$ cat src/rtl/pu_master_spi_if.sv
// System-bus side of the SPI master PU: bus strobes, data/attr in, read port and frame flags.
interface pu_master_spi_if #(
    parameter int unsigned DATA_WIDTH = 32,
    parameter int unsigned ATTR_WIDTH = 4
) ();
    logic                  signal_cycle;
    logic                  signal_wr;
    logic [DATA_WIDTH-1:0] data_in;
    logic [ATTR_WIDTH-1:0] attr_in;
    logic                  signal_oe;
    logic [DATA_WIDTH-1:0] data_out;
    logic [ATTR_WIDTH-1:0] attr_out;
    logic                  flag_start;
    logic                  flag_stop;

    modport master (
        output signal_cycle, signal_wr, data_in, attr_in, signal_oe,
        input  data_out, attr_out, flag_start, flag_stop
    );

    modport slave (
        input  signal_cycle, signal_wr, data_in, attr_in, signal_oe,
        output data_out, attr_out, flag_start, flag_stop
    );
endinterface

$ cat src/rtl/pu_master_spi.sv
// SPI mode-0 master PU: shifts a bus word out MSB-first and captures the word returned on MISO.
module pu_master_spi #(
    parameter int unsigned DATA_WIDTH       = 32,
    parameter int unsigned ATTR_WIDTH       = 4,
    parameter int unsigned SCLK_HALF_PERIOD = 2
) (
    input  logic           clk,
    input  logic           rst,
    pu_master_spi_if.slave bus,
    output logic           mosi,
    input  logic           miso,
    output logic           sclk,
    output logic           cs
);
    localparam int unsigned HALF_W = $clog2(SCLK_HALF_PERIOD + 1);
    localparam int unsigned BIT_W  = $clog2(DATA_WIDTH + 1);

    typedef enum logic [2:0] {ST_IDLE, ST_LEAD, ST_HIGH, ST_LOW, ST_TRAIL} state_t;

    state_t                state, state_nx;
    logic [HALF_W-1:0]     half_cnt, half_nx;
    logic [BIT_W-1:0]      bit_cnt, bit_nx;
    logic [DATA_WIDTH-1:0] tx_hold, tx_hold_nx;
    logic [DATA_WIDTH-1:0] tx_shift, tx_shift_nx;
    logic [DATA_WIDTH-1:0] rx_shift, rx_shift_nx;
    logic [DATA_WIDTH-1:0] rx_result, rx_result_nx;
    logic                  flag_start_nx, flag_stop_nx;
    logic                  cs_nx, sclk_nx, mosi_nx;
    logic                  half_done_c;
    logic                  unused_attr;

    assign half_done_c = (half_cnt == HALF_W'(SCLK_HALF_PERIOD - 1));
    assign unused_attr = ^bus.attr_in;

    // Read port: no latency, gated by output enable
    assign bus.data_out = bus.signal_oe ? rx_result : '0;
    assign bus.attr_out = bus.signal_oe ? ATTR_WIDTH'(state != ST_IDLE) : '0;

    always_ff @(posedge clk) begin
        if (rst) begin
            state          <= ST_IDLE;
            half_cnt       <= '0;
            bit_cnt        <= '0;
            tx_hold        <= '0;
            tx_shift       <= '0;
            rx_shift       <= '0;
            rx_result      <= '0;
            bus.flag_start <= 1'b0;
            bus.flag_stop  <= 1'b0;
            cs             <= 1'b1;
            sclk           <= 1'b0;
            mosi           <= 1'b0;
        end else begin
            state          <= state_nx;
            half_cnt       <= half_nx;
            bit_cnt        <= bit_nx;
            tx_hold        <= tx_hold_nx;
            tx_shift       <= tx_shift_nx;
            rx_shift       <= rx_shift_nx;
            rx_result      <= rx_result_nx;
            bus.flag_start <= flag_start_nx;
            bus.flag_stop  <= flag_stop_nx;
            cs             <= cs_nx;
            sclk           <= sclk_nx;
            mosi           <= mosi_nx;
        end
    end

    // Frame sequencer; each phase lasts SCLK_HALF_PERIOD cycles, the last LOW is folded into TRAIL
    always_comb begin
        state_nx      = state;
        half_nx       = half_cnt;
        bit_nx        = bit_cnt;
        tx_hold_nx    = bus.signal_wr ? bus.data_in : tx_hold;
        tx_shift_nx   = tx_shift;
        rx_shift_nx   = rx_shift;
        rx_result_nx  = rx_result;
        flag_start_nx = 1'b0;
        flag_stop_nx  = 1'b0;

        case (state)
            ST_IDLE: begin
                if (bus.signal_cycle) begin
                    state_nx      = ST_LEAD;
                    half_nx       = '0;
                    bit_nx        = '0;
                    tx_shift_nx   = bus.signal_wr ? bus.data_in : tx_hold;
                    flag_start_nx = 1'b1;
                end
            end
            ST_LEAD, ST_LOW: begin
                if (!half_done_c) begin
                    half_nx = half_cnt + HALF_W'(1);
                end else begin
                    half_nx = '0;
                    if (bit_cnt < BIT_W'(DATA_WIDTH)) begin
                        state_nx    = ST_HIGH;
                        rx_shift_nx = {rx_shift[DATA_WIDTH-2:0], miso};
                    end else begin
                        state_nx = ST_TRAIL;
                    end
                end
            end
            ST_HIGH: begin
                if (!half_done_c) begin
                    half_nx = half_cnt + HALF_W'(1);
                end else begin
                    half_nx     = '0;
                    bit_nx      = bit_cnt + BIT_W'(1);
                    tx_shift_nx = tx_shift << 1;
                    state_nx    = (bit_cnt == BIT_W'(DATA_WIDTH - 1)) ? ST_TRAIL : ST_LOW;
                end
            end
            ST_TRAIL: begin
                if (!half_done_c) begin
                    half_nx = half_cnt + HALF_W'(1);
                end else begin
                    half_nx      = '0;
                    state_nx     = ST_IDLE;
                    rx_result_nx = rx_shift;
                    flag_stop_nx = 1'b1;
                end
            end
            default: state_nx = ST_IDLE;
        endcase

        // Pin values follow the next state so they come straight from flops
        cs_nx   = (state_nx == ST_IDLE);
        sclk_nx = (state_nx == ST_HIGH);
        mosi_nx = (state_nx == ST_LEAD || state_nx == ST_HIGH || state_nx == ST_LOW)
                  ? tx_shift_nx[DATA_WIDTH-1] : 1'b0;
    end
endmodule

$ cat src/flat_wrapper.sv
// flat-port wrapper written by rule: the top's interface ports become plain ports
module pu_master_spi_flat 
#(
    parameter int unsigned DATA_WIDTH       = 32,
    parameter int unsigned ATTR_WIDTH       = 4,
    parameter int unsigned SCLK_HALF_PERIOD = 2
)
  (clk, rst, mosi, miso, sclk, cs, bus_signal_cycle, bus_signal_wr, bus_data_in, bus_attr_in, bus_signal_oe, bus_data_out, bus_attr_out, bus_flag_start, bus_flag_stop);
  pu_master_spi_if #(.DATA_WIDTH(DATA_WIDTH), .ATTR_WIDTH(ATTR_WIDTH)) bus_i ();
  input  logic clk;
  input  logic rst;
  output logic mosi;
  input  logic miso;
  output logic sclk;
  output logic cs;
  input wire logic [$bits(bus_i.signal_cycle)-1:0] bus_signal_cycle;
  input wire logic [$bits(bus_i.signal_wr)-1:0] bus_signal_wr;
  input wire logic [$bits(bus_i.data_in)-1:0] bus_data_in;
  input wire logic [$bits(bus_i.attr_in)-1:0] bus_attr_in;
  input wire logic [$bits(bus_i.signal_oe)-1:0] bus_signal_oe;
  output wire logic [$bits(bus_i.data_out)-1:0] bus_data_out;
  output wire logic [$bits(bus_i.attr_out)-1:0] bus_attr_out;
  output wire logic [$bits(bus_i.flag_start)-1:0] bus_flag_start;
  output wire logic [$bits(bus_i.flag_stop)-1:0] bus_flag_stop;
  assign bus_i.signal_cycle = bus_signal_cycle;
  assign bus_i.signal_wr = bus_signal_wr;
  assign bus_i.data_in = bus_data_in;
  assign bus_i.attr_in = bus_attr_in;
  assign bus_i.signal_oe = bus_signal_oe;
  assign bus_data_out = bus_i.data_out;
  assign bus_attr_out = bus_i.attr_out;
  assign bus_flag_start = bus_i.flag_start;
  assign bus_flag_stop = bus_i.flag_stop;
  pu_master_spi #(.DATA_WIDTH(DATA_WIDTH), .ATTR_WIDTH(ATTR_WIDTH), .SCLK_HALF_PERIOD(SCLK_HALF_PERIOD)) u_core (.clk(clk), .rst(rst), .bus(bus_i), .mosi(mosi), .miso(miso), .sclk(sclk), .cs(cs));
endmodule
$ cat config.mk
export PLATFORM = sky130hd
export DESIGN_NAME = pu_master_spi_flat
export DESIGN_NICKNAME = d
export VERILOG_FILES = /design/src/rtl/pu_master_spi_if.sv /design/src/rtl/pu_master_spi.sv /design/src/flat_wrapper.sv
export SDC_FILE = /design/constraint.sdc
export NUM_CORES = 1
export LEC_CHECK = 0
export CELL_PAD_IN_SITES_DETAIL_PLACEMENT = 1
export CELL_PAD_IN_SITES_GLOBAL_PLACEMENT = 2
export CORE_MARGIN = 1
export CORE_UTILIZATION = 29
export CTS_CLUSTER_SIZE = 40
export DETAILED_ROUTE_END_ITERATION = 6
export PLACE_DENSITY_LB_ADDON = 0.15
export RECOVER_POWER = 50
export SKIP_LAST_GASP = 1
export SLEW_MARGIN = 0
export SYNTH_ARGS = -nofsm -noshare
export SYNTH_HDL_FRONTEND = slang
export SYNTH_SLANG_ARGS = --single-unit
$ cat constraint.sdc
create_clock -name clk -period 1.8 [get_ports clk]
set_input_delay 0.36 -clock clk [delete_from_list [all_inputs] [get_ports clk]]
set_output_delay 0.36 -clock clk [all_outputs]
set_load 0.02 [all_outputs]
Yosys cells after proc, flatten, opt, wreduce, memory -nomap -nowiden
Index checks and enable logic that the tools add are counted.

operators by class
  shift operators = 0
  bitwise operators = 3
  $add $sub $neg = 2
  multipliers = 0
  reduce and logical (&&, ||, !) cells = 16
  eq/ne operators = 11
  divide/modulo/power cells = 0
  mux-type cells = 21
  order comparisons = 1

operators with widths
  cell                                                number
  2-to-1 mux 32 bit                                   4
  one-hot mux 32 bit (2 select lines)                 1
  2-to-1 mux 3 bit                                    6
  == test 3 x 2 -> 1 bit (second input constant)      4
  2-to-1 mux 6 bit                                    2
  one-hot mux 3 bit (4 select lines)                  1
  one-hot mux 6 bit (2 select lines)                  1
  OR reduction 2 bit                                  4
  adder 6 x 1 -> 6 bit (second input constant)        1
  == test 3 x 1 -> 1 bit (second input constant)      2
  == test 6 x 5 -> 1 bit (second input constant)      1
  zero test 3 bit                                     2
  less-than comparator 6 bit (second input constant)  1
  AND reduction 3 bit                                 2
  2-to-1 mux 2 bit                                    2
  one-hot mux 2 bit (2 select lines)                  1
  AND reduction 2 bit                                 2
  nonzero test 2 bit                                  2
  OR reduction 4 bit                                  1
  == test 3 bit (second input constant)               1
  2-to-1 mux 1 bit                                    3
  NOT 1 bit                                           3
  nonzero test 3 bit                                  1
  adder 2 x 1 -> 2 bit (second input constant)        1
  other kinds (4)                                     5

word-level totals
  latch bits = 0
  input bits = 42
  output and inout bits = 41
  memory bits (read-only) = 0
  memories kept = 0
  logic and storage cells = 67
  RAM bits = 0
  bits in registers = 144

Longest topological paths before layout
Gate-level depths: netlist of the first run.

  depth in word-level cells = 9
  depth in mapped cells = 7
  depth with buffers taken out = 5

Worst setup path before layout of the first run
No wires, ideal clock.

  path type = flip-flop to flip-flop
  from = reg u_core.state[2]
  to = reg u_core.bit_cnt[5]
  path slack = 0.142 ns
  arrival = 1.588 ns
  path buffers = 1
  library setup time = 0.070 ns
  stages on the path, launching flop included = 6
  data required time = 1.730 ns
  period minus slack after synthesis = 1.658 ns
  cell sequence = dfxtp_1 -> buf_2 -> nor4b_4 -> a21oi_2 -> or4_1 -> a21oi_1

between the ends
  word-level cells in the longest chain between the ends = 3
  elaborated cells between the ends (all ways) = 7
  classes of those cells = eq/ne (3); mux (1); reduce/logical (3)

ends and longest elaborated chain
  what                                                              RTL line             text
  start, declared                                                   pu_master_spi.sv:20  state_t state, state_nx;
  start signal, assigned                                            pu_master_spi.sv:54  state <= state_nx;
  == test 3 x 2 -> 1 bit / zero test 3 bit (equally long branches)  pu_master_spi.sv:81  case (state)
  != test 2 x 1 -> 1 bit (no line), or another cell as far along    n/a
  AND reduction 3 bit (no line)                                     n/a
  end signal, assigned                                              pu_master_spi.sv:56  bit_cnt <= bit_nx;
  end, declared                                                     pu_master_spi.sv:22  logic [BIT_W-1:0] bit_cnt, bit_nx;

Parallel ways exist; a longest one is shown, timed or not.
A chain may end at the register's enable or synchronous reset.

Final worst setup path of the first run
  from = reg u_core.state[1]
  to = out bus_attr_out[0]

between the ends
  word-level cells in the longest chain between the ends = 2

ends and longest elaborated chain
  what                RTL line             text
  nonzero test 3 bit  pu_master_spi.sv:37  assign bus.attr_out = bus.signal_oe ? ATTR_WIDTH'(state != ST_IDLE) : '0;
  2-to-1 mux 1 bit    pu_master_spi.sv:37
  end, declared       flat_wrapper.sv:22   output wire logic [$bits(bus_i.attr_out)-1:0] bus_attr_out;

Every way passes these cells.

==> Implementation_results.wiki, run 1 <==
{| class="wikitable"
! Metric !! Value
|-
| Highest clock rate || 0.562 GHz
|-
| Initial antenna violation count || 0
|-
| Capturing element of the worst setup path || bus_attr_out[0]
|-
| Data arrival at the endpoint of the critical path || 1420 ps
|-
| Most used cells in the layout excluding fill and tap cells || sky130_fd_sc_hd__nand2_1, sky130_fd_sc_hd__dfxtp_1, sky130_fd_sc_hd__a21oi_1
|-
| Total overflow reported by the global router || 0
|-
| Clock tree from TritonCTS || yes
|-
| Clock network fraction of design power || 47.6%
|-
| All-Layer GR Usage || 15.0%
|-
| Post-synthesis instance area || 0.00563 sq mm
|-
| Outcome || finished, final reports clean
|-
| Clock tree root driver cell || sky130_fd_sc_hd__clkbuf_16
|-
| DIE AREA || 0.0200 sq mm
|-
| Kind of start point of the critical path || flip-flop
|-
| Starting utilization of the core area || 29.8%
|-
| Clock latency at the later pin of the worst-skew pair || 410 ps
|-
| Global-route wire length before repair || 23.7 mm
|-
| First DRT Iteration DRCs || 141
|-
| Launching point of the worst reg2reg path || u_core.bit_cnt[1]
|-
| Crit path required time || 1440 ps
|-
| Path category of the worst min-delay check || in2reg
|-
| Area added between synthesis and finish || 32.1%
|-
| Total of hold buffers inserted after clock tree synthesis || 0
|-
| Flip-flop cell with the highest count after synthesis || sky130_fd_sc_hd__dfxtp_1
|-
| Power density normalized to cell area || 1010 mW/mm^2
|-
| Final Core Density || 39.4%
|-
| Number of instances in the synthesized netlist || 651
|-
| Number of optimization iterations in the first detailed-route pass || 4
|-
| Count of antenna diodes in the layout || 0
|-
| Number of cells on the worst reg-to-reg path || 5
|-
| Via count || 4588
|-
| Max-cap viol count || 0
|-
| Post-DR vias/cell || 4.59
|-
| Setup Total Neg Slack || 0 ps
|-
| Slew at the pin with the worst max-slew slack || 515 ps
|-
| Switching Share || 22.4%
|-
| Post-Route Skew || 8.44 ps
|-
| Most frequent standard cell in the layout excluding fill and tap cells || sky130_fd_sc_hd__nand2_1
|-
| Core region area || 0.0189 sq mm
|-
| Vertical die dimension || 141 um
|-
| Final estimated routing congestion in global placement || 0.737
|-
| Hold violation total from the final report || 0
|-
| Final period util || 98.9%
|-
| Setup CP Type || reg2out
|-
| Post-synthesis sequential area ratio || 51.2%
|-
| Static Leakage || 2.71 nW
|-
| Number of remaining DRC errors || 0
|-
| Distinct cell type count of the synthesized netlist || 45
|-
| Routed wire length || 13.8 mm
|-
| Half-perimeter wire length after placement || 8.98 mm
|-
| Setup repair after global routing missed its margin || true
|-
| Number of buffers created by CTS || 17
|-
| Peak ir drop on the vdd network || 621 uV
|-
| Post-layout nets || 770
|-
| Ys async rst share || 0%
|-
| Total of buffers placed on input and output ports || 75
|-
| Worst slew margin || 65.6%
|-
| Number of synthesized register bits || 144
|-
| Finish-stage setup viols || 0
|-
| Pin count of the biggest net entering global routing || 43
|-
| Share of power burned in combinational logic || 8.1%
|-
| Post-synthesis average cell area || 8.65 sq um
|-
| Number of I/O pins || 83
|-
| Switching component of the power || 0.00168 W
|-
| Vias in the first global route || 4819
|-
| Shortest clock period the worst path allows after layout || 1780 ps
|-
| Crit path from || u_core.state[1]
|-
| Die Wd || 141 um
|-
| Number of core rows || 50
|-
| Capturing point of the worst reg2reg path || u_core.mosi
|-
| H-Tree Depth || 4
|-
| Sequential power share || 44.3%
|-
| Power Internal || 0.00584 W
|-
| Post-DR wirelength/cell || 13.8 um
|-
| Fraction of layout cells with a size suffix above 1 || 11.8%
|-
| Maximum fanout encountered on the critical timing path || 2
|-
| Count of antenna-violating nets left after detailed routing || 0
|-
| Register clock-pin slew on the reported worst setup and hold paths || 60 ps
|-
| Count of synthesis-stage warnings from yosys || 0
|-
| Deepest clock path buffer count || 2
|-
| Worst setup slack for register-to-register paths || 70 ps
|-
| Number of clock sinks || 144
|-
| Post-synth EDFFs || 0
|-
| Capturing element type of the critical path || output pin
|-
| Final Slew Violations || 0
|}
-- logic make-up after synthesis --
| logic type | Yosys count | share of synthesized area (%) |
|---|---|---|
| AO/OA/AOI/OAI | 151 | 15.7 |
| XOR/XNOR | 2 | 0.311 |
| adder cells (fa/ha/maj) | 1 | 0.222 |
| buffers and inverters | 56 | 4.06 |
| flip-flops | 144 | 51.2 |
| multiplexers | 33 | 6.53 |
| other | 1 | 0.0666 |
| AND/OR/NAND/NOR | 263 | 21.9 |
-- per-stage QoR --
| step | std cells | area [sq um] | total power [W] | hold WS (ps) | setup slack (ps) |
|---|---|---|---|---|---|
| after floorplan | 653 | 5640 | 0.00375 | 432 | 142 |
| after global placement | 965 | 6810 | 0.00400 | 442 | -353 |
| after detailed placement | 965 | 6810 | 0.00403 | 447 | -416 |
| after CTS | 999 | 7470 | 0.00767 | 205 | -7.64 |
| after global routing | 999 | 7440 | 0.00785 | 205 | -17.3 |
| final | 999 | 7440 | 0.00752 | 219 | 19.9 |
-- registers in the layout, summed over array words and instances, names as in the netlist --
name	count
u_core.bus.flag_start	1
u_core.rx_result	32
u_core.bit_cnt	6
u_core.state	3
u_core.half_cnt	2
u_core.tx_shift	32
u_core.rx_shift	32
u_core.tx_hold	32
u_core.cs	1
u_core.bus.flag_stop	1
u_core.mosi	1
u_core.sclk	1
-- metal layers --
metal / up-vias / part of all wire (%) / GRT usage [%]
li1: 2333 / - / -
met3: 10 / 2.7 / 3.04
met4: 0 / 1.1 / 5.60
met2: 56 / 48 / 25.3
met5: - / 0 / 0
met1: 2189 / 48 / 18.9
-- cell usage after synthesis (all sizes together) (2+ instances only) --
| master | number | share of area [%] |
|---|---|---|
| nor3 | 2 | 0.27 |
| o31ai | 2 | 0.27 |
| nor2 | 10 | 0.67 |
| or3 | 5 | 0.56 |
| inv | 3 | 0.20 |
| nand2b | 3 | 0.33 |
| xnor2 | 2 | 0.31 |
| a21oi | 102 | 9.1 |
| and3 | 3 | 0.33 |
| buf | 12 | 1.1 |
| a22oi | 31 | 4.1 |
| nor2b | 2 | 0.22 |
| clkbuf | 41 | 2.7 |
| o21ai | 4 | 0.36 |
| mux2 | 30 | 6.0 |
| dfxtp | 144 | 51 |
| a31oi | 2 | 0.22 |
| nand2 | 162 | 11 |
| nand3 | 5 | 0.44 |
| and2 | 65 | 7.2 |
| mux2i | 3 | 0.53 |
-- critical path: stages (launching register included) --
cell and delay, ps:
sky130_fd_sc_hd__dfxtp_4 340, sky130_fd_sc_hd__or3_4 380, sky130_fd_sc_hd__and2_4 170, sky130_fd_sc_hd__buf_12 130
-- power groups by stage --
stage / logic (W) / registers, W / clock network (W)
floorplan: 0.000356 / 0.00340 / 0
global placement: 0.000604 / 0.00340 / 0
detailed placement: 0.000621 / 0.00341 / 0
CTS: 0.000643 / 0.00333 / 0.00370
global route: 0.000677 / 0.00334 / 0.00382
finish: 0.000611 / 0.00333 / 0.00358
-- worst min-delay path by stage --
stage | from | endpoint | slack, ps | cells after the start
2_1_floorplan | u_core.rx_result[0] | u_core.rx_result[0] | 430 | 2
3_3_place_gp | u_core.tx_shift[20] | u_core.tx_shift[20] | 440 | 2
3_5_place_dp | u_core.rx_result[4] | u_core.rx_result[4] | 450 | 2
4_1_cts | rst | u_core.tx_shift[13] | 210 | 2
5_1_grt | rst | u_core.tx_shift[13] | 200 | 2
6_report | rst | u_core.tx_shift[13] | 220 | 2
-- layout make-up --
class / count / area, sq um
fill: 2211 / 11400
multi-input combinational: 453 / 2550
sequential: 144 / 2890
clock buffer: 23 / 508
timing repair buffer: 108 / 1050
tap: 260 / 325
inverter: 3 / 11.3
clock inverter: 8 / 101
-- timing repair --
action                     CTS  global route
buffers inserted             2             0
setup endpoints to repair   33             2
resized for setup           67             1
pin swaps                    2             0
cloned                       1             0
(Power assumes the default switching activity.)
==> run 2, diff against run 1 <==
--- a/config.mk
+++ b/config.mk
@@ -14,7 +14,7 @@
 export PLACE_DENSITY_LB_ADDON = 0.15
 export RECOVER_POWER = 50
 export SKIP_LAST_GASP = 1
-export SLEW_MARGIN = 0
+export SLEW_MARGIN = 20
 export SYNTH_ARGS = -nofsm -noshare
 export SYNTH_HDL_FRONTEND = slang
 export SYNTH_SLANG_ARGS = --single-unit
==> results of run 2 <==
The final DEF is identical to that of run 1; final timing and power are the same.
==> run 3, diff against run 2 <==
--- a/config.mk
+++ b/config.mk
@@ -9,6 +9,7 @@
 export CELL_PAD_IN_SITES_GLOBAL_PLACEMENT = 2
 export CORE_MARGIN = 1
 export CORE_UTILIZATION = 29
+export CTS_CLUSTER_DIAMETER = 40
 export CTS_CLUSTER_SIZE = 40
 export DETAILED_ROUTE_END_ITERATION = 6
 export PLACE_DENSITY_LB_ADDON = 0.15
==> results of run 3 <==
The final DEF is identical to that of run 1; final timing and power are the same.
